`src/rtl/pc_ctrl_pkg.sv`:
```
// Shared types for the fetch sequencer: FSM states, redirect source codes and PC step.
package pc_ctrl_pkg;

    localparam int unsigned PC_INC = 4;

    typedef enum logic [1:0] {
        S_BOOT  = 2'd0,
        S_FETCH = 2'd1,
        S_HOLD  = 2'd2
    } state_t;

    typedef enum logic [2:0] {
        SRC_SEQ  = 3'd0,
        SRC_BR   = 3'd1,
        SRC_JMP  = 3'd2,
        SRC_EXC  = 3'd3,
        SRC_PEND = 3'd4
    } src_t;

endpackage

```
`src/rtl/pc_next_mux.sv`:
```
// Combinational next-PC priority select: exc > jump > branch > pending > sequential.
// Build option ALIGN_CHECK_EN: misaligned branch/jump targets become EXC_VEC and flag a fault.
module pc_next_mux
    import pc_ctrl_pkg::*;
#(
    parameter int unsigned       ADDR_W  = 32,
    parameter logic [ADDR_W-1:0] EXC_VEC = ADDR_W'(32'h80)
) (
    input  logic [ADDR_W-1:0] seq_pc,
    input  logic              exc_req,
    input  logic              jump,
    input  logic [ADDR_W-1:0] jump_target,
    input  logic              branch_taken,
    input  logic [ADDR_W-1:0] branch_target,
    input  logic              pend_valid,
    input  logic [ADDR_W-1:0] pend_addr,
    output logic [ADDR_W-1:0] next_pc,
    output logic              redirect,
    output logic              align_fault
);

    src_t              src;
    logic [ADDR_W-1:0] raw_pc;
    logic              misaligned;

    always_comb begin
        src = SRC_SEQ;
        if (exc_req) begin
            src = SRC_EXC;
        end else if (jump) begin
            src = SRC_JMP;
        end else if (branch_taken) begin
            src = SRC_BR;
        end else if (pend_valid) begin
            src = SRC_PEND;
        end
    end

    always_comb begin
        raw_pc = seq_pc;
        case (src)
            SRC_EXC:  raw_pc = EXC_VEC;
            SRC_JMP:  raw_pc = jump_target;
            SRC_BR:   raw_pc = branch_target;
            SRC_PEND: raw_pc = pend_addr;
            default:  raw_pc = seq_pc;
        endcase
    end

    // Pending addresses were already sanitised when latched; only live targets are checked.
    assign misaligned = ((src == SRC_JMP) || (src == SRC_BR)) && (raw_pc[1:0] != 2'b00);
    assign redirect   = (src != SRC_SEQ);

`ifdef ALIGN_CHECK_EN
    assign next_pc     = misaligned ? EXC_VEC : raw_pc;
    assign align_fault = misaligned;
`else
    assign next_pc     = misaligned ? {raw_pc[ADDR_W-1:2], 2'b00} : raw_pc;
    assign align_fault = 1'b0;
`endif

endmodule

```
`src/rtl/pc_fetch_ctrl.sv`:
```
// Fetch sequencer: owns the PC, runs the imem req/ack handshake and registers fetched words.
// Build option ALIGN_CHECK_EN: misaligned redirect targets fault to EXC_VEC instead of being truncated.
module pc_fetch_ctrl
    import pc_ctrl_pkg::*;
#(
    parameter int unsigned       ADDR_W    = 32,
    parameter logic [ADDR_W-1:0] RESET_VEC = '0,
    parameter logic [ADDR_W-1:0] EXC_VEC   = ADDR_W'(32'h80),
    parameter int unsigned       MAX_WAIT  = 15
) (
    input  logic              clk,
    input  logic              reset,
    input  logic              stall,
    input  logic              branch_taken,
    input  logic [ADDR_W-1:0] branch_target,
    input  logic              jump,
    input  logic [ADDR_W-1:0] jump_target,
    input  logic              exc_req,
    output logic              imem_req,
    output logic [ADDR_W-1:0] imem_addr,
    input  logic              imem_ack,
    input  logic [31:0]       imem_rdata,
    output logic [ADDR_W-1:0] pc_out,
    output logic [ADDR_W-1:0] pc_plus4,
    output logic              instr_valid,
    output logic [31:0]       instr_out,
    output logic [ADDR_W-1:0] instr_pc,
    output logic              fetch_fault
);

    localparam int unsigned CNT_W = $clog2(MAX_WAIT + 1);

    state_t            state_q, state_d;
    logic [ADDR_W-1:0] pc_q, pc_d;
    logic [ADDR_W-1:0] pend_addr_q, pend_addr_d;
    logic              pend_valid_q, pend_valid_d;
    logic [CNT_W-1:0]  wait_cnt_q, wait_cnt_d;
    logic              req_q, req_d;
    logic              instr_valid_q, instr_valid_d;
    logic [31:0]       instr_q, instr_d;
    logic [ADDR_W-1:0] instr_pc_q, instr_pc_d;
    logic              fault_q, fault_d;

    logic [ADDR_W-1:0] pc_plus4_c;
    logic [ADDR_W-1:0] next_pc_c;
    logic              redirect_c;
    logic              align_fault_c;
    logic              timeout_c;

    assign pc_plus4_c = pc_q + ADDR_W'(PC_INC);
    assign timeout_c  = (wait_cnt_q == CNT_W'(MAX_WAIT - 1));

    pc_next_mux #(
        .ADDR_W  (ADDR_W),
        .EXC_VEC (EXC_VEC)
    ) u_next_mux (
        .seq_pc        (pc_plus4_c),
        .exc_req       (exc_req),
        .jump          (jump),
        .jump_target   (jump_target),
        .branch_taken  (branch_taken),
        .branch_target (branch_target),
        .pend_valid    (pend_valid_q),
        .pend_addr     (pend_addr_q),
        .next_pc       (next_pc_c),
        .redirect      (redirect_c),
        .align_fault   (align_fault_c)
    );

    // Next-state and datapath update.
    always_comb begin
        state_d       = state_q;
        pc_d          = pc_q;
        pend_addr_d   = pend_addr_q;
        pend_valid_d  = pend_valid_q;
        wait_cnt_d    = wait_cnt_q;
        instr_valid_d = 1'b0;
        instr_d       = instr_q;
        instr_pc_d    = instr_pc_q;
        fault_d       = fault_q | align_fault_c;

        case (state_q)
            S_BOOT: begin
                // No request outstanding, so a redirect can be taken directly.
                if (redirect_c) begin
                    pc_d = next_pc_c;
                end
                state_d = S_FETCH;
            end
            S_FETCH: begin
                if (imem_ack) begin
                    pc_d         = next_pc_c;
                    wait_cnt_d   = '0;
                    pend_valid_d = 1'b0;
                    if (!redirect_c) begin
                        instr_valid_d = 1'b1;
                        instr_d       = imem_rdata;
                        instr_pc_d    = pc_q;
                    end
                    state_d = stall ? S_HOLD : S_FETCH;
                end else if (timeout_c) begin
                    // Drop req for one cycle so a late ack of the dead request is ignored.
                    pc_d         = EXC_VEC;
                    fault_d      = 1'b1;
                    pend_valid_d = 1'b0;
                    wait_cnt_d   = '0;
                    state_d      = S_BOOT;
                end else begin
                    wait_cnt_d = wait_cnt_q + CNT_W'(1);
                    if (redirect_c) begin
                        pend_addr_d  = next_pc_c;
                        pend_valid_d = 1'b1;
                    end
                end
            end
            S_HOLD: begin
                if (redirect_c) begin
                    pc_d = next_pc_c;
                end
                if (!stall) begin
                    state_d = S_FETCH;
                end
            end
            default: begin
                state_d = S_BOOT;
            end
        endcase

        req_d = (state_d == S_FETCH);
    end

    always_ff @(posedge clk or negedge reset) begin
        if (!reset) begin
            state_q       <= S_BOOT;
            pc_q          <= RESET_VEC;
            pend_addr_q   <= '0;
            pend_valid_q  <= 1'b0;
            wait_cnt_q    <= '0;
            req_q         <= 1'b0;
            instr_valid_q <= 1'b0;
            instr_q       <= '0;
            instr_pc_q    <= '0;
            fault_q       <= 1'b0;
        end else begin
            state_q       <= state_d;
            pc_q          <= pc_d;
            pend_addr_q   <= pend_addr_d;
            pend_valid_q  <= pend_valid_d;
            wait_cnt_q    <= wait_cnt_d;
            req_q         <= req_d;
            instr_valid_q <= instr_valid_d;
            instr_q       <= instr_d;
            instr_pc_q    <= instr_pc_d;
            fault_q       <= fault_d;
        end
    end

    assign imem_req    = req_q;
    assign imem_addr   = pc_q;
    assign pc_out      = pc_q;
    assign pc_plus4    = pc_plus4_c;
    assign instr_valid = instr_valid_q;
    assign instr_out   = instr_q;
    assign instr_pc    = instr_pc_q;
    assign fetch_fault = fault_q;

endmodule

```
`config.mk`:
```
export PLATFORM = sky130hd
export DESIGN_NAME = pc_fetch_ctrl
export DESIGN_NICKNAME = d
export VERILOG_FILES = /design/src/rtl/pc_ctrl_pkg.sv /design/src/rtl/pc_next_mux.sv /design/src/rtl/pc_fetch_ctrl.sv
export SDC_FILE = /design/constraint.sdc
export NUM_CORES = 1
export LEC_CHECK = 0
export ABC_AREA = 1
export CAP_MARGIN = 20
export CORE_ASPECT_RATIO = 1.25
export CORE_MARGIN = 1
export CORE_UTILIZATION = 40
export CTS_CLUSTER_DIAMETER = 150
export DETAILED_ROUTE_END_ITERATION = 10
export GPL_ROUTABILITY_DRIVEN = 1
export MAX_ROUTING_LAYER = met4
export PLACE_DENSITY = 0.7
export SKIP_CTS_REPAIR_TIMING = 1
export SLEW_MARGIN = 10
export SYNTH_ARGS = -nofsm -noshare
export SYNTH_HDL_FRONTEND = slang
export SYNTH_SLANG_ARGS = --single-unit
```
`constraint.sdc`:
```
create_clock -name clk -period 2.26 [get_ports clk]
set_input_delay 0.339 -clock clk [delete_from_list [all_inputs] [get_ports clk]]
set_output_delay 0.339 -clock clk [all_outputs]
set_load 0.01 [all_outputs]
```
==> flow_metrics.tcl, run 1 <==
set metrics [dict create \
    outcome "completed" \
    crit_slowest_cell "dfrtp_1" \
    postRouteAntennaNets 0 \
    syn-mean-instance-area_um2 7.309 \
    crit_top_cell "nand2_1" \
    wl_per_cell_um 16.17 \
    die_x_um 124.5 \
    clk_pin_slew_worst_paths_ns 0.06 \
    rsz0062_at_grt "yes" \
    tritoncts "done" \
    layout_setup_ws_ns 0.04984 \
    clk_latency_ns 0.42 \
    fin_skew_ns 0.01007 \
    antenna_found_initial 0 \
    synthesis.area_um2 7506 \
    grt_pass1_vias 7565 \
    reg2reg_from "wait_cnt_q[0]$_DFFE_PN0P_" \
    hpwl_um 19090 \
    ff2ff_setup_slack_ns 0.39 \
    tightest_slew_ns 0.3968 \
    synth_cells 1027 \
    dr.pass1.iters 7 \
    diodes 0 \
    grt_max_degree 50 \
    end_kind "output pin" \
    syn_to_final_growth_pct 54.33 \
    dr.first_iter.drc_count 537 \
    drc 0 \
    arrival_ns 1.87 \
    ys_types 28 \
    die_area_um2 19320 \
    fmax_mhz 452.5 \
    cap_violations 0 \
    cp_cell_sequence "buf_6 -> nand2_2 -> nor2_4 -> buf_4 -> nand2_2 -> nor2_4 -> nand2_1 -> nand2_1 -> nand2_1 -> clkbuf_2" \
    row_count 55 \
    nets 1421 \
    drt-total-wl_um 25160 \
    grt_pass1_wl_um 39900 \
    place.gp.congestion 0.9440 \
    ios 266 \
    cts.path.max_buffers 2 \
    seq_area_frac_synth_pct 46.01 \
    worstPathMaxFanout 3 \
    slew_headroom_pct 73.45 \
    hold_path_class "in2async" \
    cp_slowest_stage_delay_ns 0.42 \
    track_usage_pct 27.21 \
    power_density_nw_per_um2 991.1 \
    layout-drive-gt1-share_pct 15.74 \
    ys_ff_latch 138 \
    finalSetupTns_ns 0 \
    maxSlewViolCount 0 \
    grt-ovfl-total 0 \
    criticalPathCategory "reg2out" \
    setup_viol 0 \
    yosys_warnings 0 \
    core_um2 18240 \
    clkSinkCount 138 \
    cp.required_ns 1.92 \
    ir_drop_mv 0.6152 \
    dieHeight_um 155.2 \
    dp_slack_ns -0.001141 \
    r2r_end "imem_addr[18]$_DFFE_PN0P_" \
    synthesis.nets 1133 \
    worstSetupStartpointType "flip-flop" \
    cellLeakagePower_nw 5.515 \
    reg2regPathDepth 10 \
    viasPerCell 5.037 \
    cts-buffers-inserted 17 \
    min_period_ns 2.210 \
    hold_violations 0 \
    start_util_pct 41.16 \
    fin_crit_sh_pct 97.79 \
    num_vias 7838 \
    portBuffers 261 \
    htreeDepth 4 \
    startpoint "imem_addr[3]$_DFFE_PN0P_" \
    root_buffer "clkbuf_16" \
    cp-endpoint "pc_plus4[31]" \
]
==> critical path: cells and delay by family (launching register included) <==
kind / cells / cell delay [ns]
simple gates: 7 / 0.63
buf+inv: 3 / 0.39
flops: 1 / 0.42
==> where the power goes <==
part           leakage [nW]  switching (mW)  internal [mW]
combinational          3.49            2.25           2.42
sequential             1.73           0.522           3.30
clock                 0.286            1.13           1.86
==> per-layer routing <==
layer  vias up  global-route usage, %  part of all wire, %
li1       3806                      -                    -
met1      3693                  31.80                   40
met2       294                  46.15                   51
met3        45                  5.124                  5.4
met4         0                  10.90                  3.3
met5         -                      -                    0
==> cell usage after synthesis <==
library cell,count,area share (%)
a21oi_1,23,1.5
a21oi_2,15,1.8
and2_1,2,0.17
buf_2,15,1.0
buf_4,41,4.1
buf_6,8,1.2
clkbuf_1,14,0.70
dfrtp_1,138,46
ha_1,3,0.50
inv_1,43,2.2
inv_2,6,0.30
nand2_1,371,19
nand2_2,1,0.083
nand2_4,1,0.15
nand3_1,70,4.7
nand4_1,25,2.1
nor2_1,173,8.7
nor2_4,3,0.45
nor2_8,1,0.27
nor3_1,1,0.067
nor3b_1,1,0.10
o211ai_1,2,0.20
o21ai_0,56,3.7
o21ai_4,1,0.22
o21bai_1,1,0.10
o22ai_1,4,0.33
xnor2_1,5,0.58
xor2_1,3,0.35
==> metrics by stage <==
step           hold WS [ns]  cell area, um^2  utilization, %  total power [mW]  cells
2_1_floorplan       0.04341             7506               -             5.807   1027
3_3_place_gp         0.2677            10600           58.13             8.400   1516
3_5_place_dp         0.2677            10600           58.13             8.490   1516
4_1_cts             -0.1788            11230           61.56             11.50   1548
5_1_grt              0.4073            11580           63.52             12.14   1556
6_report             0.3836            11580           63.52             11.48   1556
==> flip-flops by register name (all words and copies together), names as in the netlist, 2 cells and up <==
register     cells
imem_addr       32
instr_out       32
instr_pc        32
pend_addr_q     32
state_q          2
wait_cnt_q       4
==> cell families (layout without fill, tap and decap cells) <==
kind of cell	after synthesis	in the layout	synth area share (%)
compound gates	102	102	7.868
simple gates	649	649	35.24
xor+xnor	8	8	0.9335
fa+ha+maj	3	3	0.5001
buf+inv	127	428	9.452
flops	138	138	46.01
==> layout make-up <==
cell class / instances / area [um^2]
tap: 228 / 285.3
multi-input combinational: 762 / 3593
timing repair buffer: 347 / 3438
clock inverter: 13 / 192.7
sequential: 138 / 3457
clock buffer: 19 / 432.9
inverter: 49 / 183.9
fill: 1606 / 6653
==> how the worst min path moves through the flow <==
stage	slack, ns	endpoint	startpoint	depth (start not counted)
after floorplan	0.04	fetch_fault$_DFFE_PN0P_	reset	0
final	0.38	instr_pc[25]$_DFFE_PN0P_	reset	2
after global routing	0.41	instr_pc[16]$_DFFE_PN0P_	reset	2
after CTS	-0.18	instr_pc[25]$_DFFE_PN0P_	reset	1
after global placement	0.27	instr_pc[16]$_DFFE_PN0P_	reset	1
after detailed placement	0.27	instr_pc[25]$_DFFE_PN0P_	reset	1
==> cells in the final DEF, fill, tap and decap left out, types with 2 or more instances in the layout <==
cell type / n
a21oi_1: 23
a21oi_2: 15
and2_1: 2
buf_12: 10
buf_4: 74
buf_6: 2
bufinv_16: 4
clkbuf_1: 2
clkbuf_16: 17
clkbuf_2: 2
clkdlybuf4s50_1: 232
clkinv_4: 2
clkinvlp_4: 5
dfrtp_1: 135
dfrtp_2: 3
dlymetal6s2s_1: 25
ha_1: 2
inv_1: 40
inv_2: 9
inv_6: 2
nand2_1: 356
nand2_2: 15
nand2_4: 2
nand3_1: 69
nand4_1: 25
nor2_1: 139
nor2_2: 23
nor2_4: 14
o211ai_1: 2
o21ai_0: 50
o21ai_1: 5
o22ai_1: 4
xnor2_1: 4
xor2_2: 2
(Power assumes the default switching activity.)
==> run 2, diff against run 1 <==
--- a/config.mk
+++ b/config.mk
@@ -7,7 +7,7 @@
 export LEC_CHECK = 0
 export ABC_AREA = 1
 export CAP_MARGIN = 20
-export CORE_ASPECT_RATIO = 1.25
+export CORE_ASPECT_RATIO = 1.5
 export CORE_MARGIN = 1
 export CORE_UTILIZATION = 40
 export CTS_CLUSTER_DIAMETER = 150
==> flow_metrics.tcl, run 2 (synthesized netlist as in run 1, its figures left out) <==
set metrics [dict create \
    rsz0062_at_grt "yes" \
    end_kind "output pin" \
    power_density_nw_per_um2 983.8 \
    ir_drop_mv 0.6608 \
    cellLeakagePower_nw 5.450 \
    track_usage_pct 27.14 \
    dieHeight_um 169.8 \
    wl_per_cell_um 16.03 \
    cp.required_ns 1.92 \
    drc 0 \
    maxSlewViolCount 0 \
    dr.first_iter.drc_count 478 \
    layout_common_cells "358 x nand2_1, 233 x clkdlybuf4s50_1, 146 x nor2_1" \
    clk_pin_slew_worst_paths_ns 0.06 \
    viasPerCell 4.947 \
    final_common_cell "nand2_1" \
    num_vias 7782 \
    antenna_found_initial 0 \
    hpwl_um 19090 \
    min_period_ns 2.393 \
    grt_pass1_wl_um 38960 \
    hold_path_depth 3 \
    fin_crit_sh_pct 105.9 \
    drt-total-wl_um 25210 \
    place.gp.congestion 1.041 \
    p_total_mw 11.28 \
    nets 1415 \
    grt-ovfl-total 0 \
    setup_viol 1 \
    postRouteAntennaNets 0 \
    layout-drive-gt1-share_pct 15.06 \
    hold-worst-slack_ns 0.4492 \
    tritoncts "done" \
    diodes 0 \
    start_util_pct 40.64 \
    dp_slack_ns -0.006866 \
    arrival_ns 2.05 \
    portBuffers 261 \
    grt_max_degree 62 \
    hold_path_class "in2reg" \
    reg2regPathDepth 11 \
    fmax_mhz 417.9 \
    root_buffer "clkbuf_16" \
    cts-buffers-inserted 17 \
    die_x_um 113.8 \
    worstPathMaxFanout 4 \
    clk_latency_ns 0.42 \
    hold_violations 0 \
    die_area_um2 19330 \
    worstSetupStartpointType "flip-flop" \
    dr.pass1.iters 5 \
    clkSinkCount 138 \
    ios 266 \
    htreeDepth 4 \
    slew_headroom_pct 57.79 \
    cap_violations 0 \
    outcome "complete, but fails checks" \
    syn_to_final_growth_pct 52.69 \
    criticalPathCategory "reg2out" \
    tightest_slew_ns 0.6332 \
    cts.path.max_buffers 2 \
    violations "setup timing" \
    n_fill_cell 1668 \
    layout_setup_ws_ns -0.1332 \
    fin_skew_ns 0.005574 \
    row_count 61 \
    core_um2 18470 \
    grt_pass1_vias 7625 \
]
==> run 2: area by class of cell <==
type	count	area [um^2]	area share, %
Multi-Input combinational cell	762	3533	30.83
Timing Repair Buffer	341	3369	29.40
Sequential cell	138	3467	30.25
Clock buffer	18	439.2	3.832
Clock inverter	13	152.6	1.332
Tap cell	252	315.3	2.751
Inverter	49	183.9	1.605
==> run 2: where the power goes <==
part           total (mW)  internal [mW]  switching [mW]
sequential           3.89           3.31           0.578
clock                2.82           1.75            1.08
combinational        4.57           2.38            2.18
total                11.3           7.44            3.84
==> run 2: path summary, 6_finish.rpt <==
kind,slack [ns],end,startpoint
max,-0.13,pc_plus4[21],imem_addr[15]$_DFFE_PN0P_
min,0.45,instr_out[13]$_DFFE_PN0P_,imem_rdata[13]
max reg2reg,0.49,imem_addr[23]$_DFFE_PN0P_,wait_cnt_q[0]$_DFFE_PN0P_
min reg2reg,0.47,pend_addr_q[24]$_DFFE_PN0P_,pend_addr_q[24]$_DFFE_PN0P_
max in group asynchronous,1.06,pend_addr_q[23]$_DFFE_PN0P_,reset
min in group asynchronous,0.47,instr_pc[17]$_DFFE_PN0P_,reset
==> run 2: routing by layer <==
metal	vias to the layer above	share of wire, %	GRT usage [%]
met5	-	0	-
met4	0	4.0	12.65
met3	61	4.1	4.107
met2	279	53	48.54
met1	3640	39	29.31
li1	3802	-	-
==> run 2: critical path, stage by stage, from the launching register on <==
cell and delay, ns:
dfrtp_2 0.41, nand2_1 0.13, nor2_4 0.14, nand2_1 0.10
nor2_2 0.13, nand3_1 0.10, nand2_1 0.09, clkdlybuf4s50_1 0.53
==> run 2: per-stage QoR <==
step | instances | setup TNS (ns) | util [%] | instance area [um^2]
3_3_place_gp | 1534 | 0 | 57.17 | 10560
4_1_cts | 1565 | -9.507 | 60.38 | 11150
2_1_floorplan | 1027 | 0 | - | 7506
5_1_grt | 1573 | -0.3898 | 62.05 | 11460
6_report | 1573 | -0.1332 | 62.05 | 11460
3_5_place_dp | 1534 | -0.006866 | 57.17 | 10560
==> run 3, diff against run 2 <==
--- a/config.mk
+++ b/config.mk
@@ -6,7 +6,7 @@
 export NUM_CORES = 1
 export LEC_CHECK = 0
 export ABC_AREA = 1
-export CAP_MARGIN = 20
+export CAP_MARGIN = 10
 export CORE_ASPECT_RATIO = 1.5
 export CORE_MARGIN = 1
 export CORE_UTILIZATION = 40
@@ -14,7 +14,7 @@
 export DETAILED_ROUTE_END_ITERATION = 10
 export GPL_ROUTABILITY_DRIVEN = 1
 export MAX_ROUTING_LAYER = met4
-export PLACE_DENSITY = 0.7
+export PLACE_DENSITY = 0.72
 export SKIP_CTS_REPAIR_TIMING = 1
 export SLEW_MARGIN = 10
 export SYNTH_ARGS = -nofsm -noshare
==> constraint.sdc (replaced) <==
create_clock -name clk -period 1.9 [get_ports clk]
set_input_delay 0.285 -clock clk [delete_from_list [all_inputs] [get_ports clk]]
set_output_delay 0.285 -clock clk [all_outputs]
set_load 0.01 [all_outputs]
==> flow_metrics.tcl, run 3 (synthesized netlist as in run 1, its figures left out) <==
set metrics [dict create \
    outcome "complete, but fails checks" \
    violations "setup timing" \
    antenna_found_initial 0 \
    dp_slack_ns -0.2678 \
    power.switching_mw 4.824 \
    grt_pass1_vias 7868 \
    fmax_mhz 457.3 \
    hold-worst-slack_ns 0.3426 \
    seqCellArea_um2 3458 \
    wl_per_cell_um 16.56 \
    power_density_nw_per_um2 1145 \
    layout_common_cells "334 x nand2_1, 216 x clkdlybuf4s50_1, 134 x dfrtp_1" \
    crit_slowest_cell "dfrtp_1" \
    reg2reg_from "wait_cnt_q[0]$_DFFE_PN0P_" \
    internal_power_mw 9.293 \
    fin_crit_sh_pct 115.1 \
    dieHeight_um 169.8 \
    p_clk_share_pct 25.8 \
    setup_viol 27 \
    die_area_um2 19330 \
    multi_input_comb_area_um2 3864 \
    r2r_end "imem_addr[8]$_DFFE_PN0P_" \
    viasPerCell 5.038 \
    ios 266 \
    worstSetupStartpointType "flip-flop" \
    p_seq_share_pct 32.6 \
    swShare_pct 34.17 \
    place.gp.congestion 0.9615 \
    end_kind "output pin" \
    cp_cell_sequence "nand2_2 -> nor2_4 -> buf_6 -> nand2_4 -> nor2_4 -> buf_6 -> nand2_2 -> nand2_2 -> nand2_2 -> buf_6" \
    maxSlewViolCount 0 \
    cts-buffers-inserted 17 \
    utilization_pct 66.74 \
    cap_violations 0 \
    clkSinkCount 138 \
    worst-path-buf-inv 3 \
    rsz0062_at_grt "yes" \
    cts.path.max_buffers 2 \
    layout-drive-gt1-share_pct 24.32 \
    ir_drop_mv 0.6852 \
    drt-total-wl_um 27250 \
    hpwl_um 19280 \
    criticalPathCategory "reg2out" \
    grt_pass1_wl_um 39630 \
    root_buffer "clkbuf_16" \
    clk_latency_ns 0.43 \
    dr.pass1.iters 7 \
    die_x_um 113.8 \
    cp.required_ns 1.62 \
    design_area_um2 12330 \
    n_fill_cell 1500 \
    cp_slowest_stage_delay_ns 0.42 \
    min_period_ns 2.187 \
    grt_max_degree 51 \
    num_vias 8293 \
    slew_headroom_pct 70.61 \
    clk_pin_slew_worst_paths_ns 0.06 \
    core_um2 18470 \
    row_count 61 \
    nets 1487 \
    dr.first_iter.drc_count 455 \
    htreeDepth 4 \
    diodes 0 \
    ff2ff_setup_slack_ns 0.10 \
    worstPathMaxFanout 4 \
    tritoncts "done" \
    arrival_ns 1.90 \
    drc 0 \
    hold_path_class "in2async" \
    final_common_cell "nand2_1" \
    reg2regPathDepth 10 \
    cellLeakagePower_nw 5.935 \
    start_util_pct 40.64 \
    syn_to_final_growth_pct 64.23 \
    place_area_um2 10970 \
    hold_violations 0 \
    combPwrFrac_pct 41.6 \
    layout_setup_ws_ns -0.2867 \
    crit_top_cell "nand2_2" \
    portBuffers 261 \
    postRouteAntennaNets 0 \
    crit_family "simple AND/OR/NAND/NOR gates" \
    track_usage_pct 27.52 \
    tightest_slew_ns 0.4408 \
    fin_skew_ns 0.01008 \
    grt-ovfl-total 0 \
]
[run 3: cell types whose count changed in the layout (fill, tap and decap cells not counted), sizes merged]
cell / before / now
buf: 80 / 170
clkbuf: 20 / 30
clkdlybuf4s50: 233 / 216
inv: 49 / 50
bufinv: 3 / 4
dlymetal6s2s: 25 / 18
clkinv: 8 / 3
[run 3: worst register-to-register path: cells and delay by family (launching register included)]
kind                     cells  cell delay, ns
AND/OR/NAND/NOR              5            0.60
buffers and inverters        3            0.47
flip-flops                   1            0.35
adder cells (fa/ha/maj)      1            0.20
AO/OA/AOI/OAI                1            0.11
[run 3: layer usage]
layer,part of all wire [%],track usage [%]
met5,0,-
met4,4.6,12.59
met1,37,29.97
met2,53,49.05
met3,5.7,4.179
[run 3: final cells by class]
| cell class | instances | share of cell area, % |
|---|---|---|
| flip-flops and latches | 138 | 28.06 |
| clock inverters | 10 | 1.320 |
| inverters | 49 | 1.573 |
| well taps | 252 | 2.558 |
| clock buffers | 22 | 3.928 |
| multi-input cells | 762 | 31.34 |
| repair buffers | 413 | 31.22 |
[run 3: worst max path at each step]
| stage | startpoint | end | slack (ns) | depth (start not counted) |
|---|---|---|---|---|
| after CTS | imem_addr[3]$_DFFE_PN0P_ | pc_plus4[30] | -0.76 | 7 |
| final | imem_addr[12]$_DFFE_PN0P_ | pc_plus4[30] | -0.29 | 10 |
| after global routing | imem_addr[21]$_DFFE_PN0P_ | pc_plus4[31] | -0.35 | 7 |
| after floorplan | imem_addr[2]$_DFFE_PN0P_ | pc_plus4[18] | 0.16 | 6 |
| after global placement | imem_addr[2]$_DFFE_PN0P_ | pc_plus4[26] | -0.23 | 9 |
| after detailed placement | imem_addr[3]$_DFFE_PN0P_ | pc_plus4[30] | -0.27 | 7 |
[run 3: through the flow]
| stage | setup TNS (ns) | std cells | power [mW] |
|---|---|---|---|
| floorplan | 0 | 1027 | 6.908 |
| global placement | -12.95 | 1590 | 10.09 |
| detailed placement | -16.14 | 1590 | 10.22 |
| CTS | -18.29 | 1622 | 13.89 |
| global route | -6.784 | 1646 | 14.84 |
| finish | -4.601 | 1646 | 14.12 |
[run 3: power by group through the flow]
stage | logic, mW | clock network, mW | registers, mW
global route | 6.32 | 3.80 | 4.72
detailed placement | 5.63 | 0 | 4.59
floorplan | 1.97 | 0 | 4.93
global placement | 5.54 | 0 | 4.55
CTS | 5.66 | 3.68 | 4.55
finish | 5.87 | 3.65 | 4.60
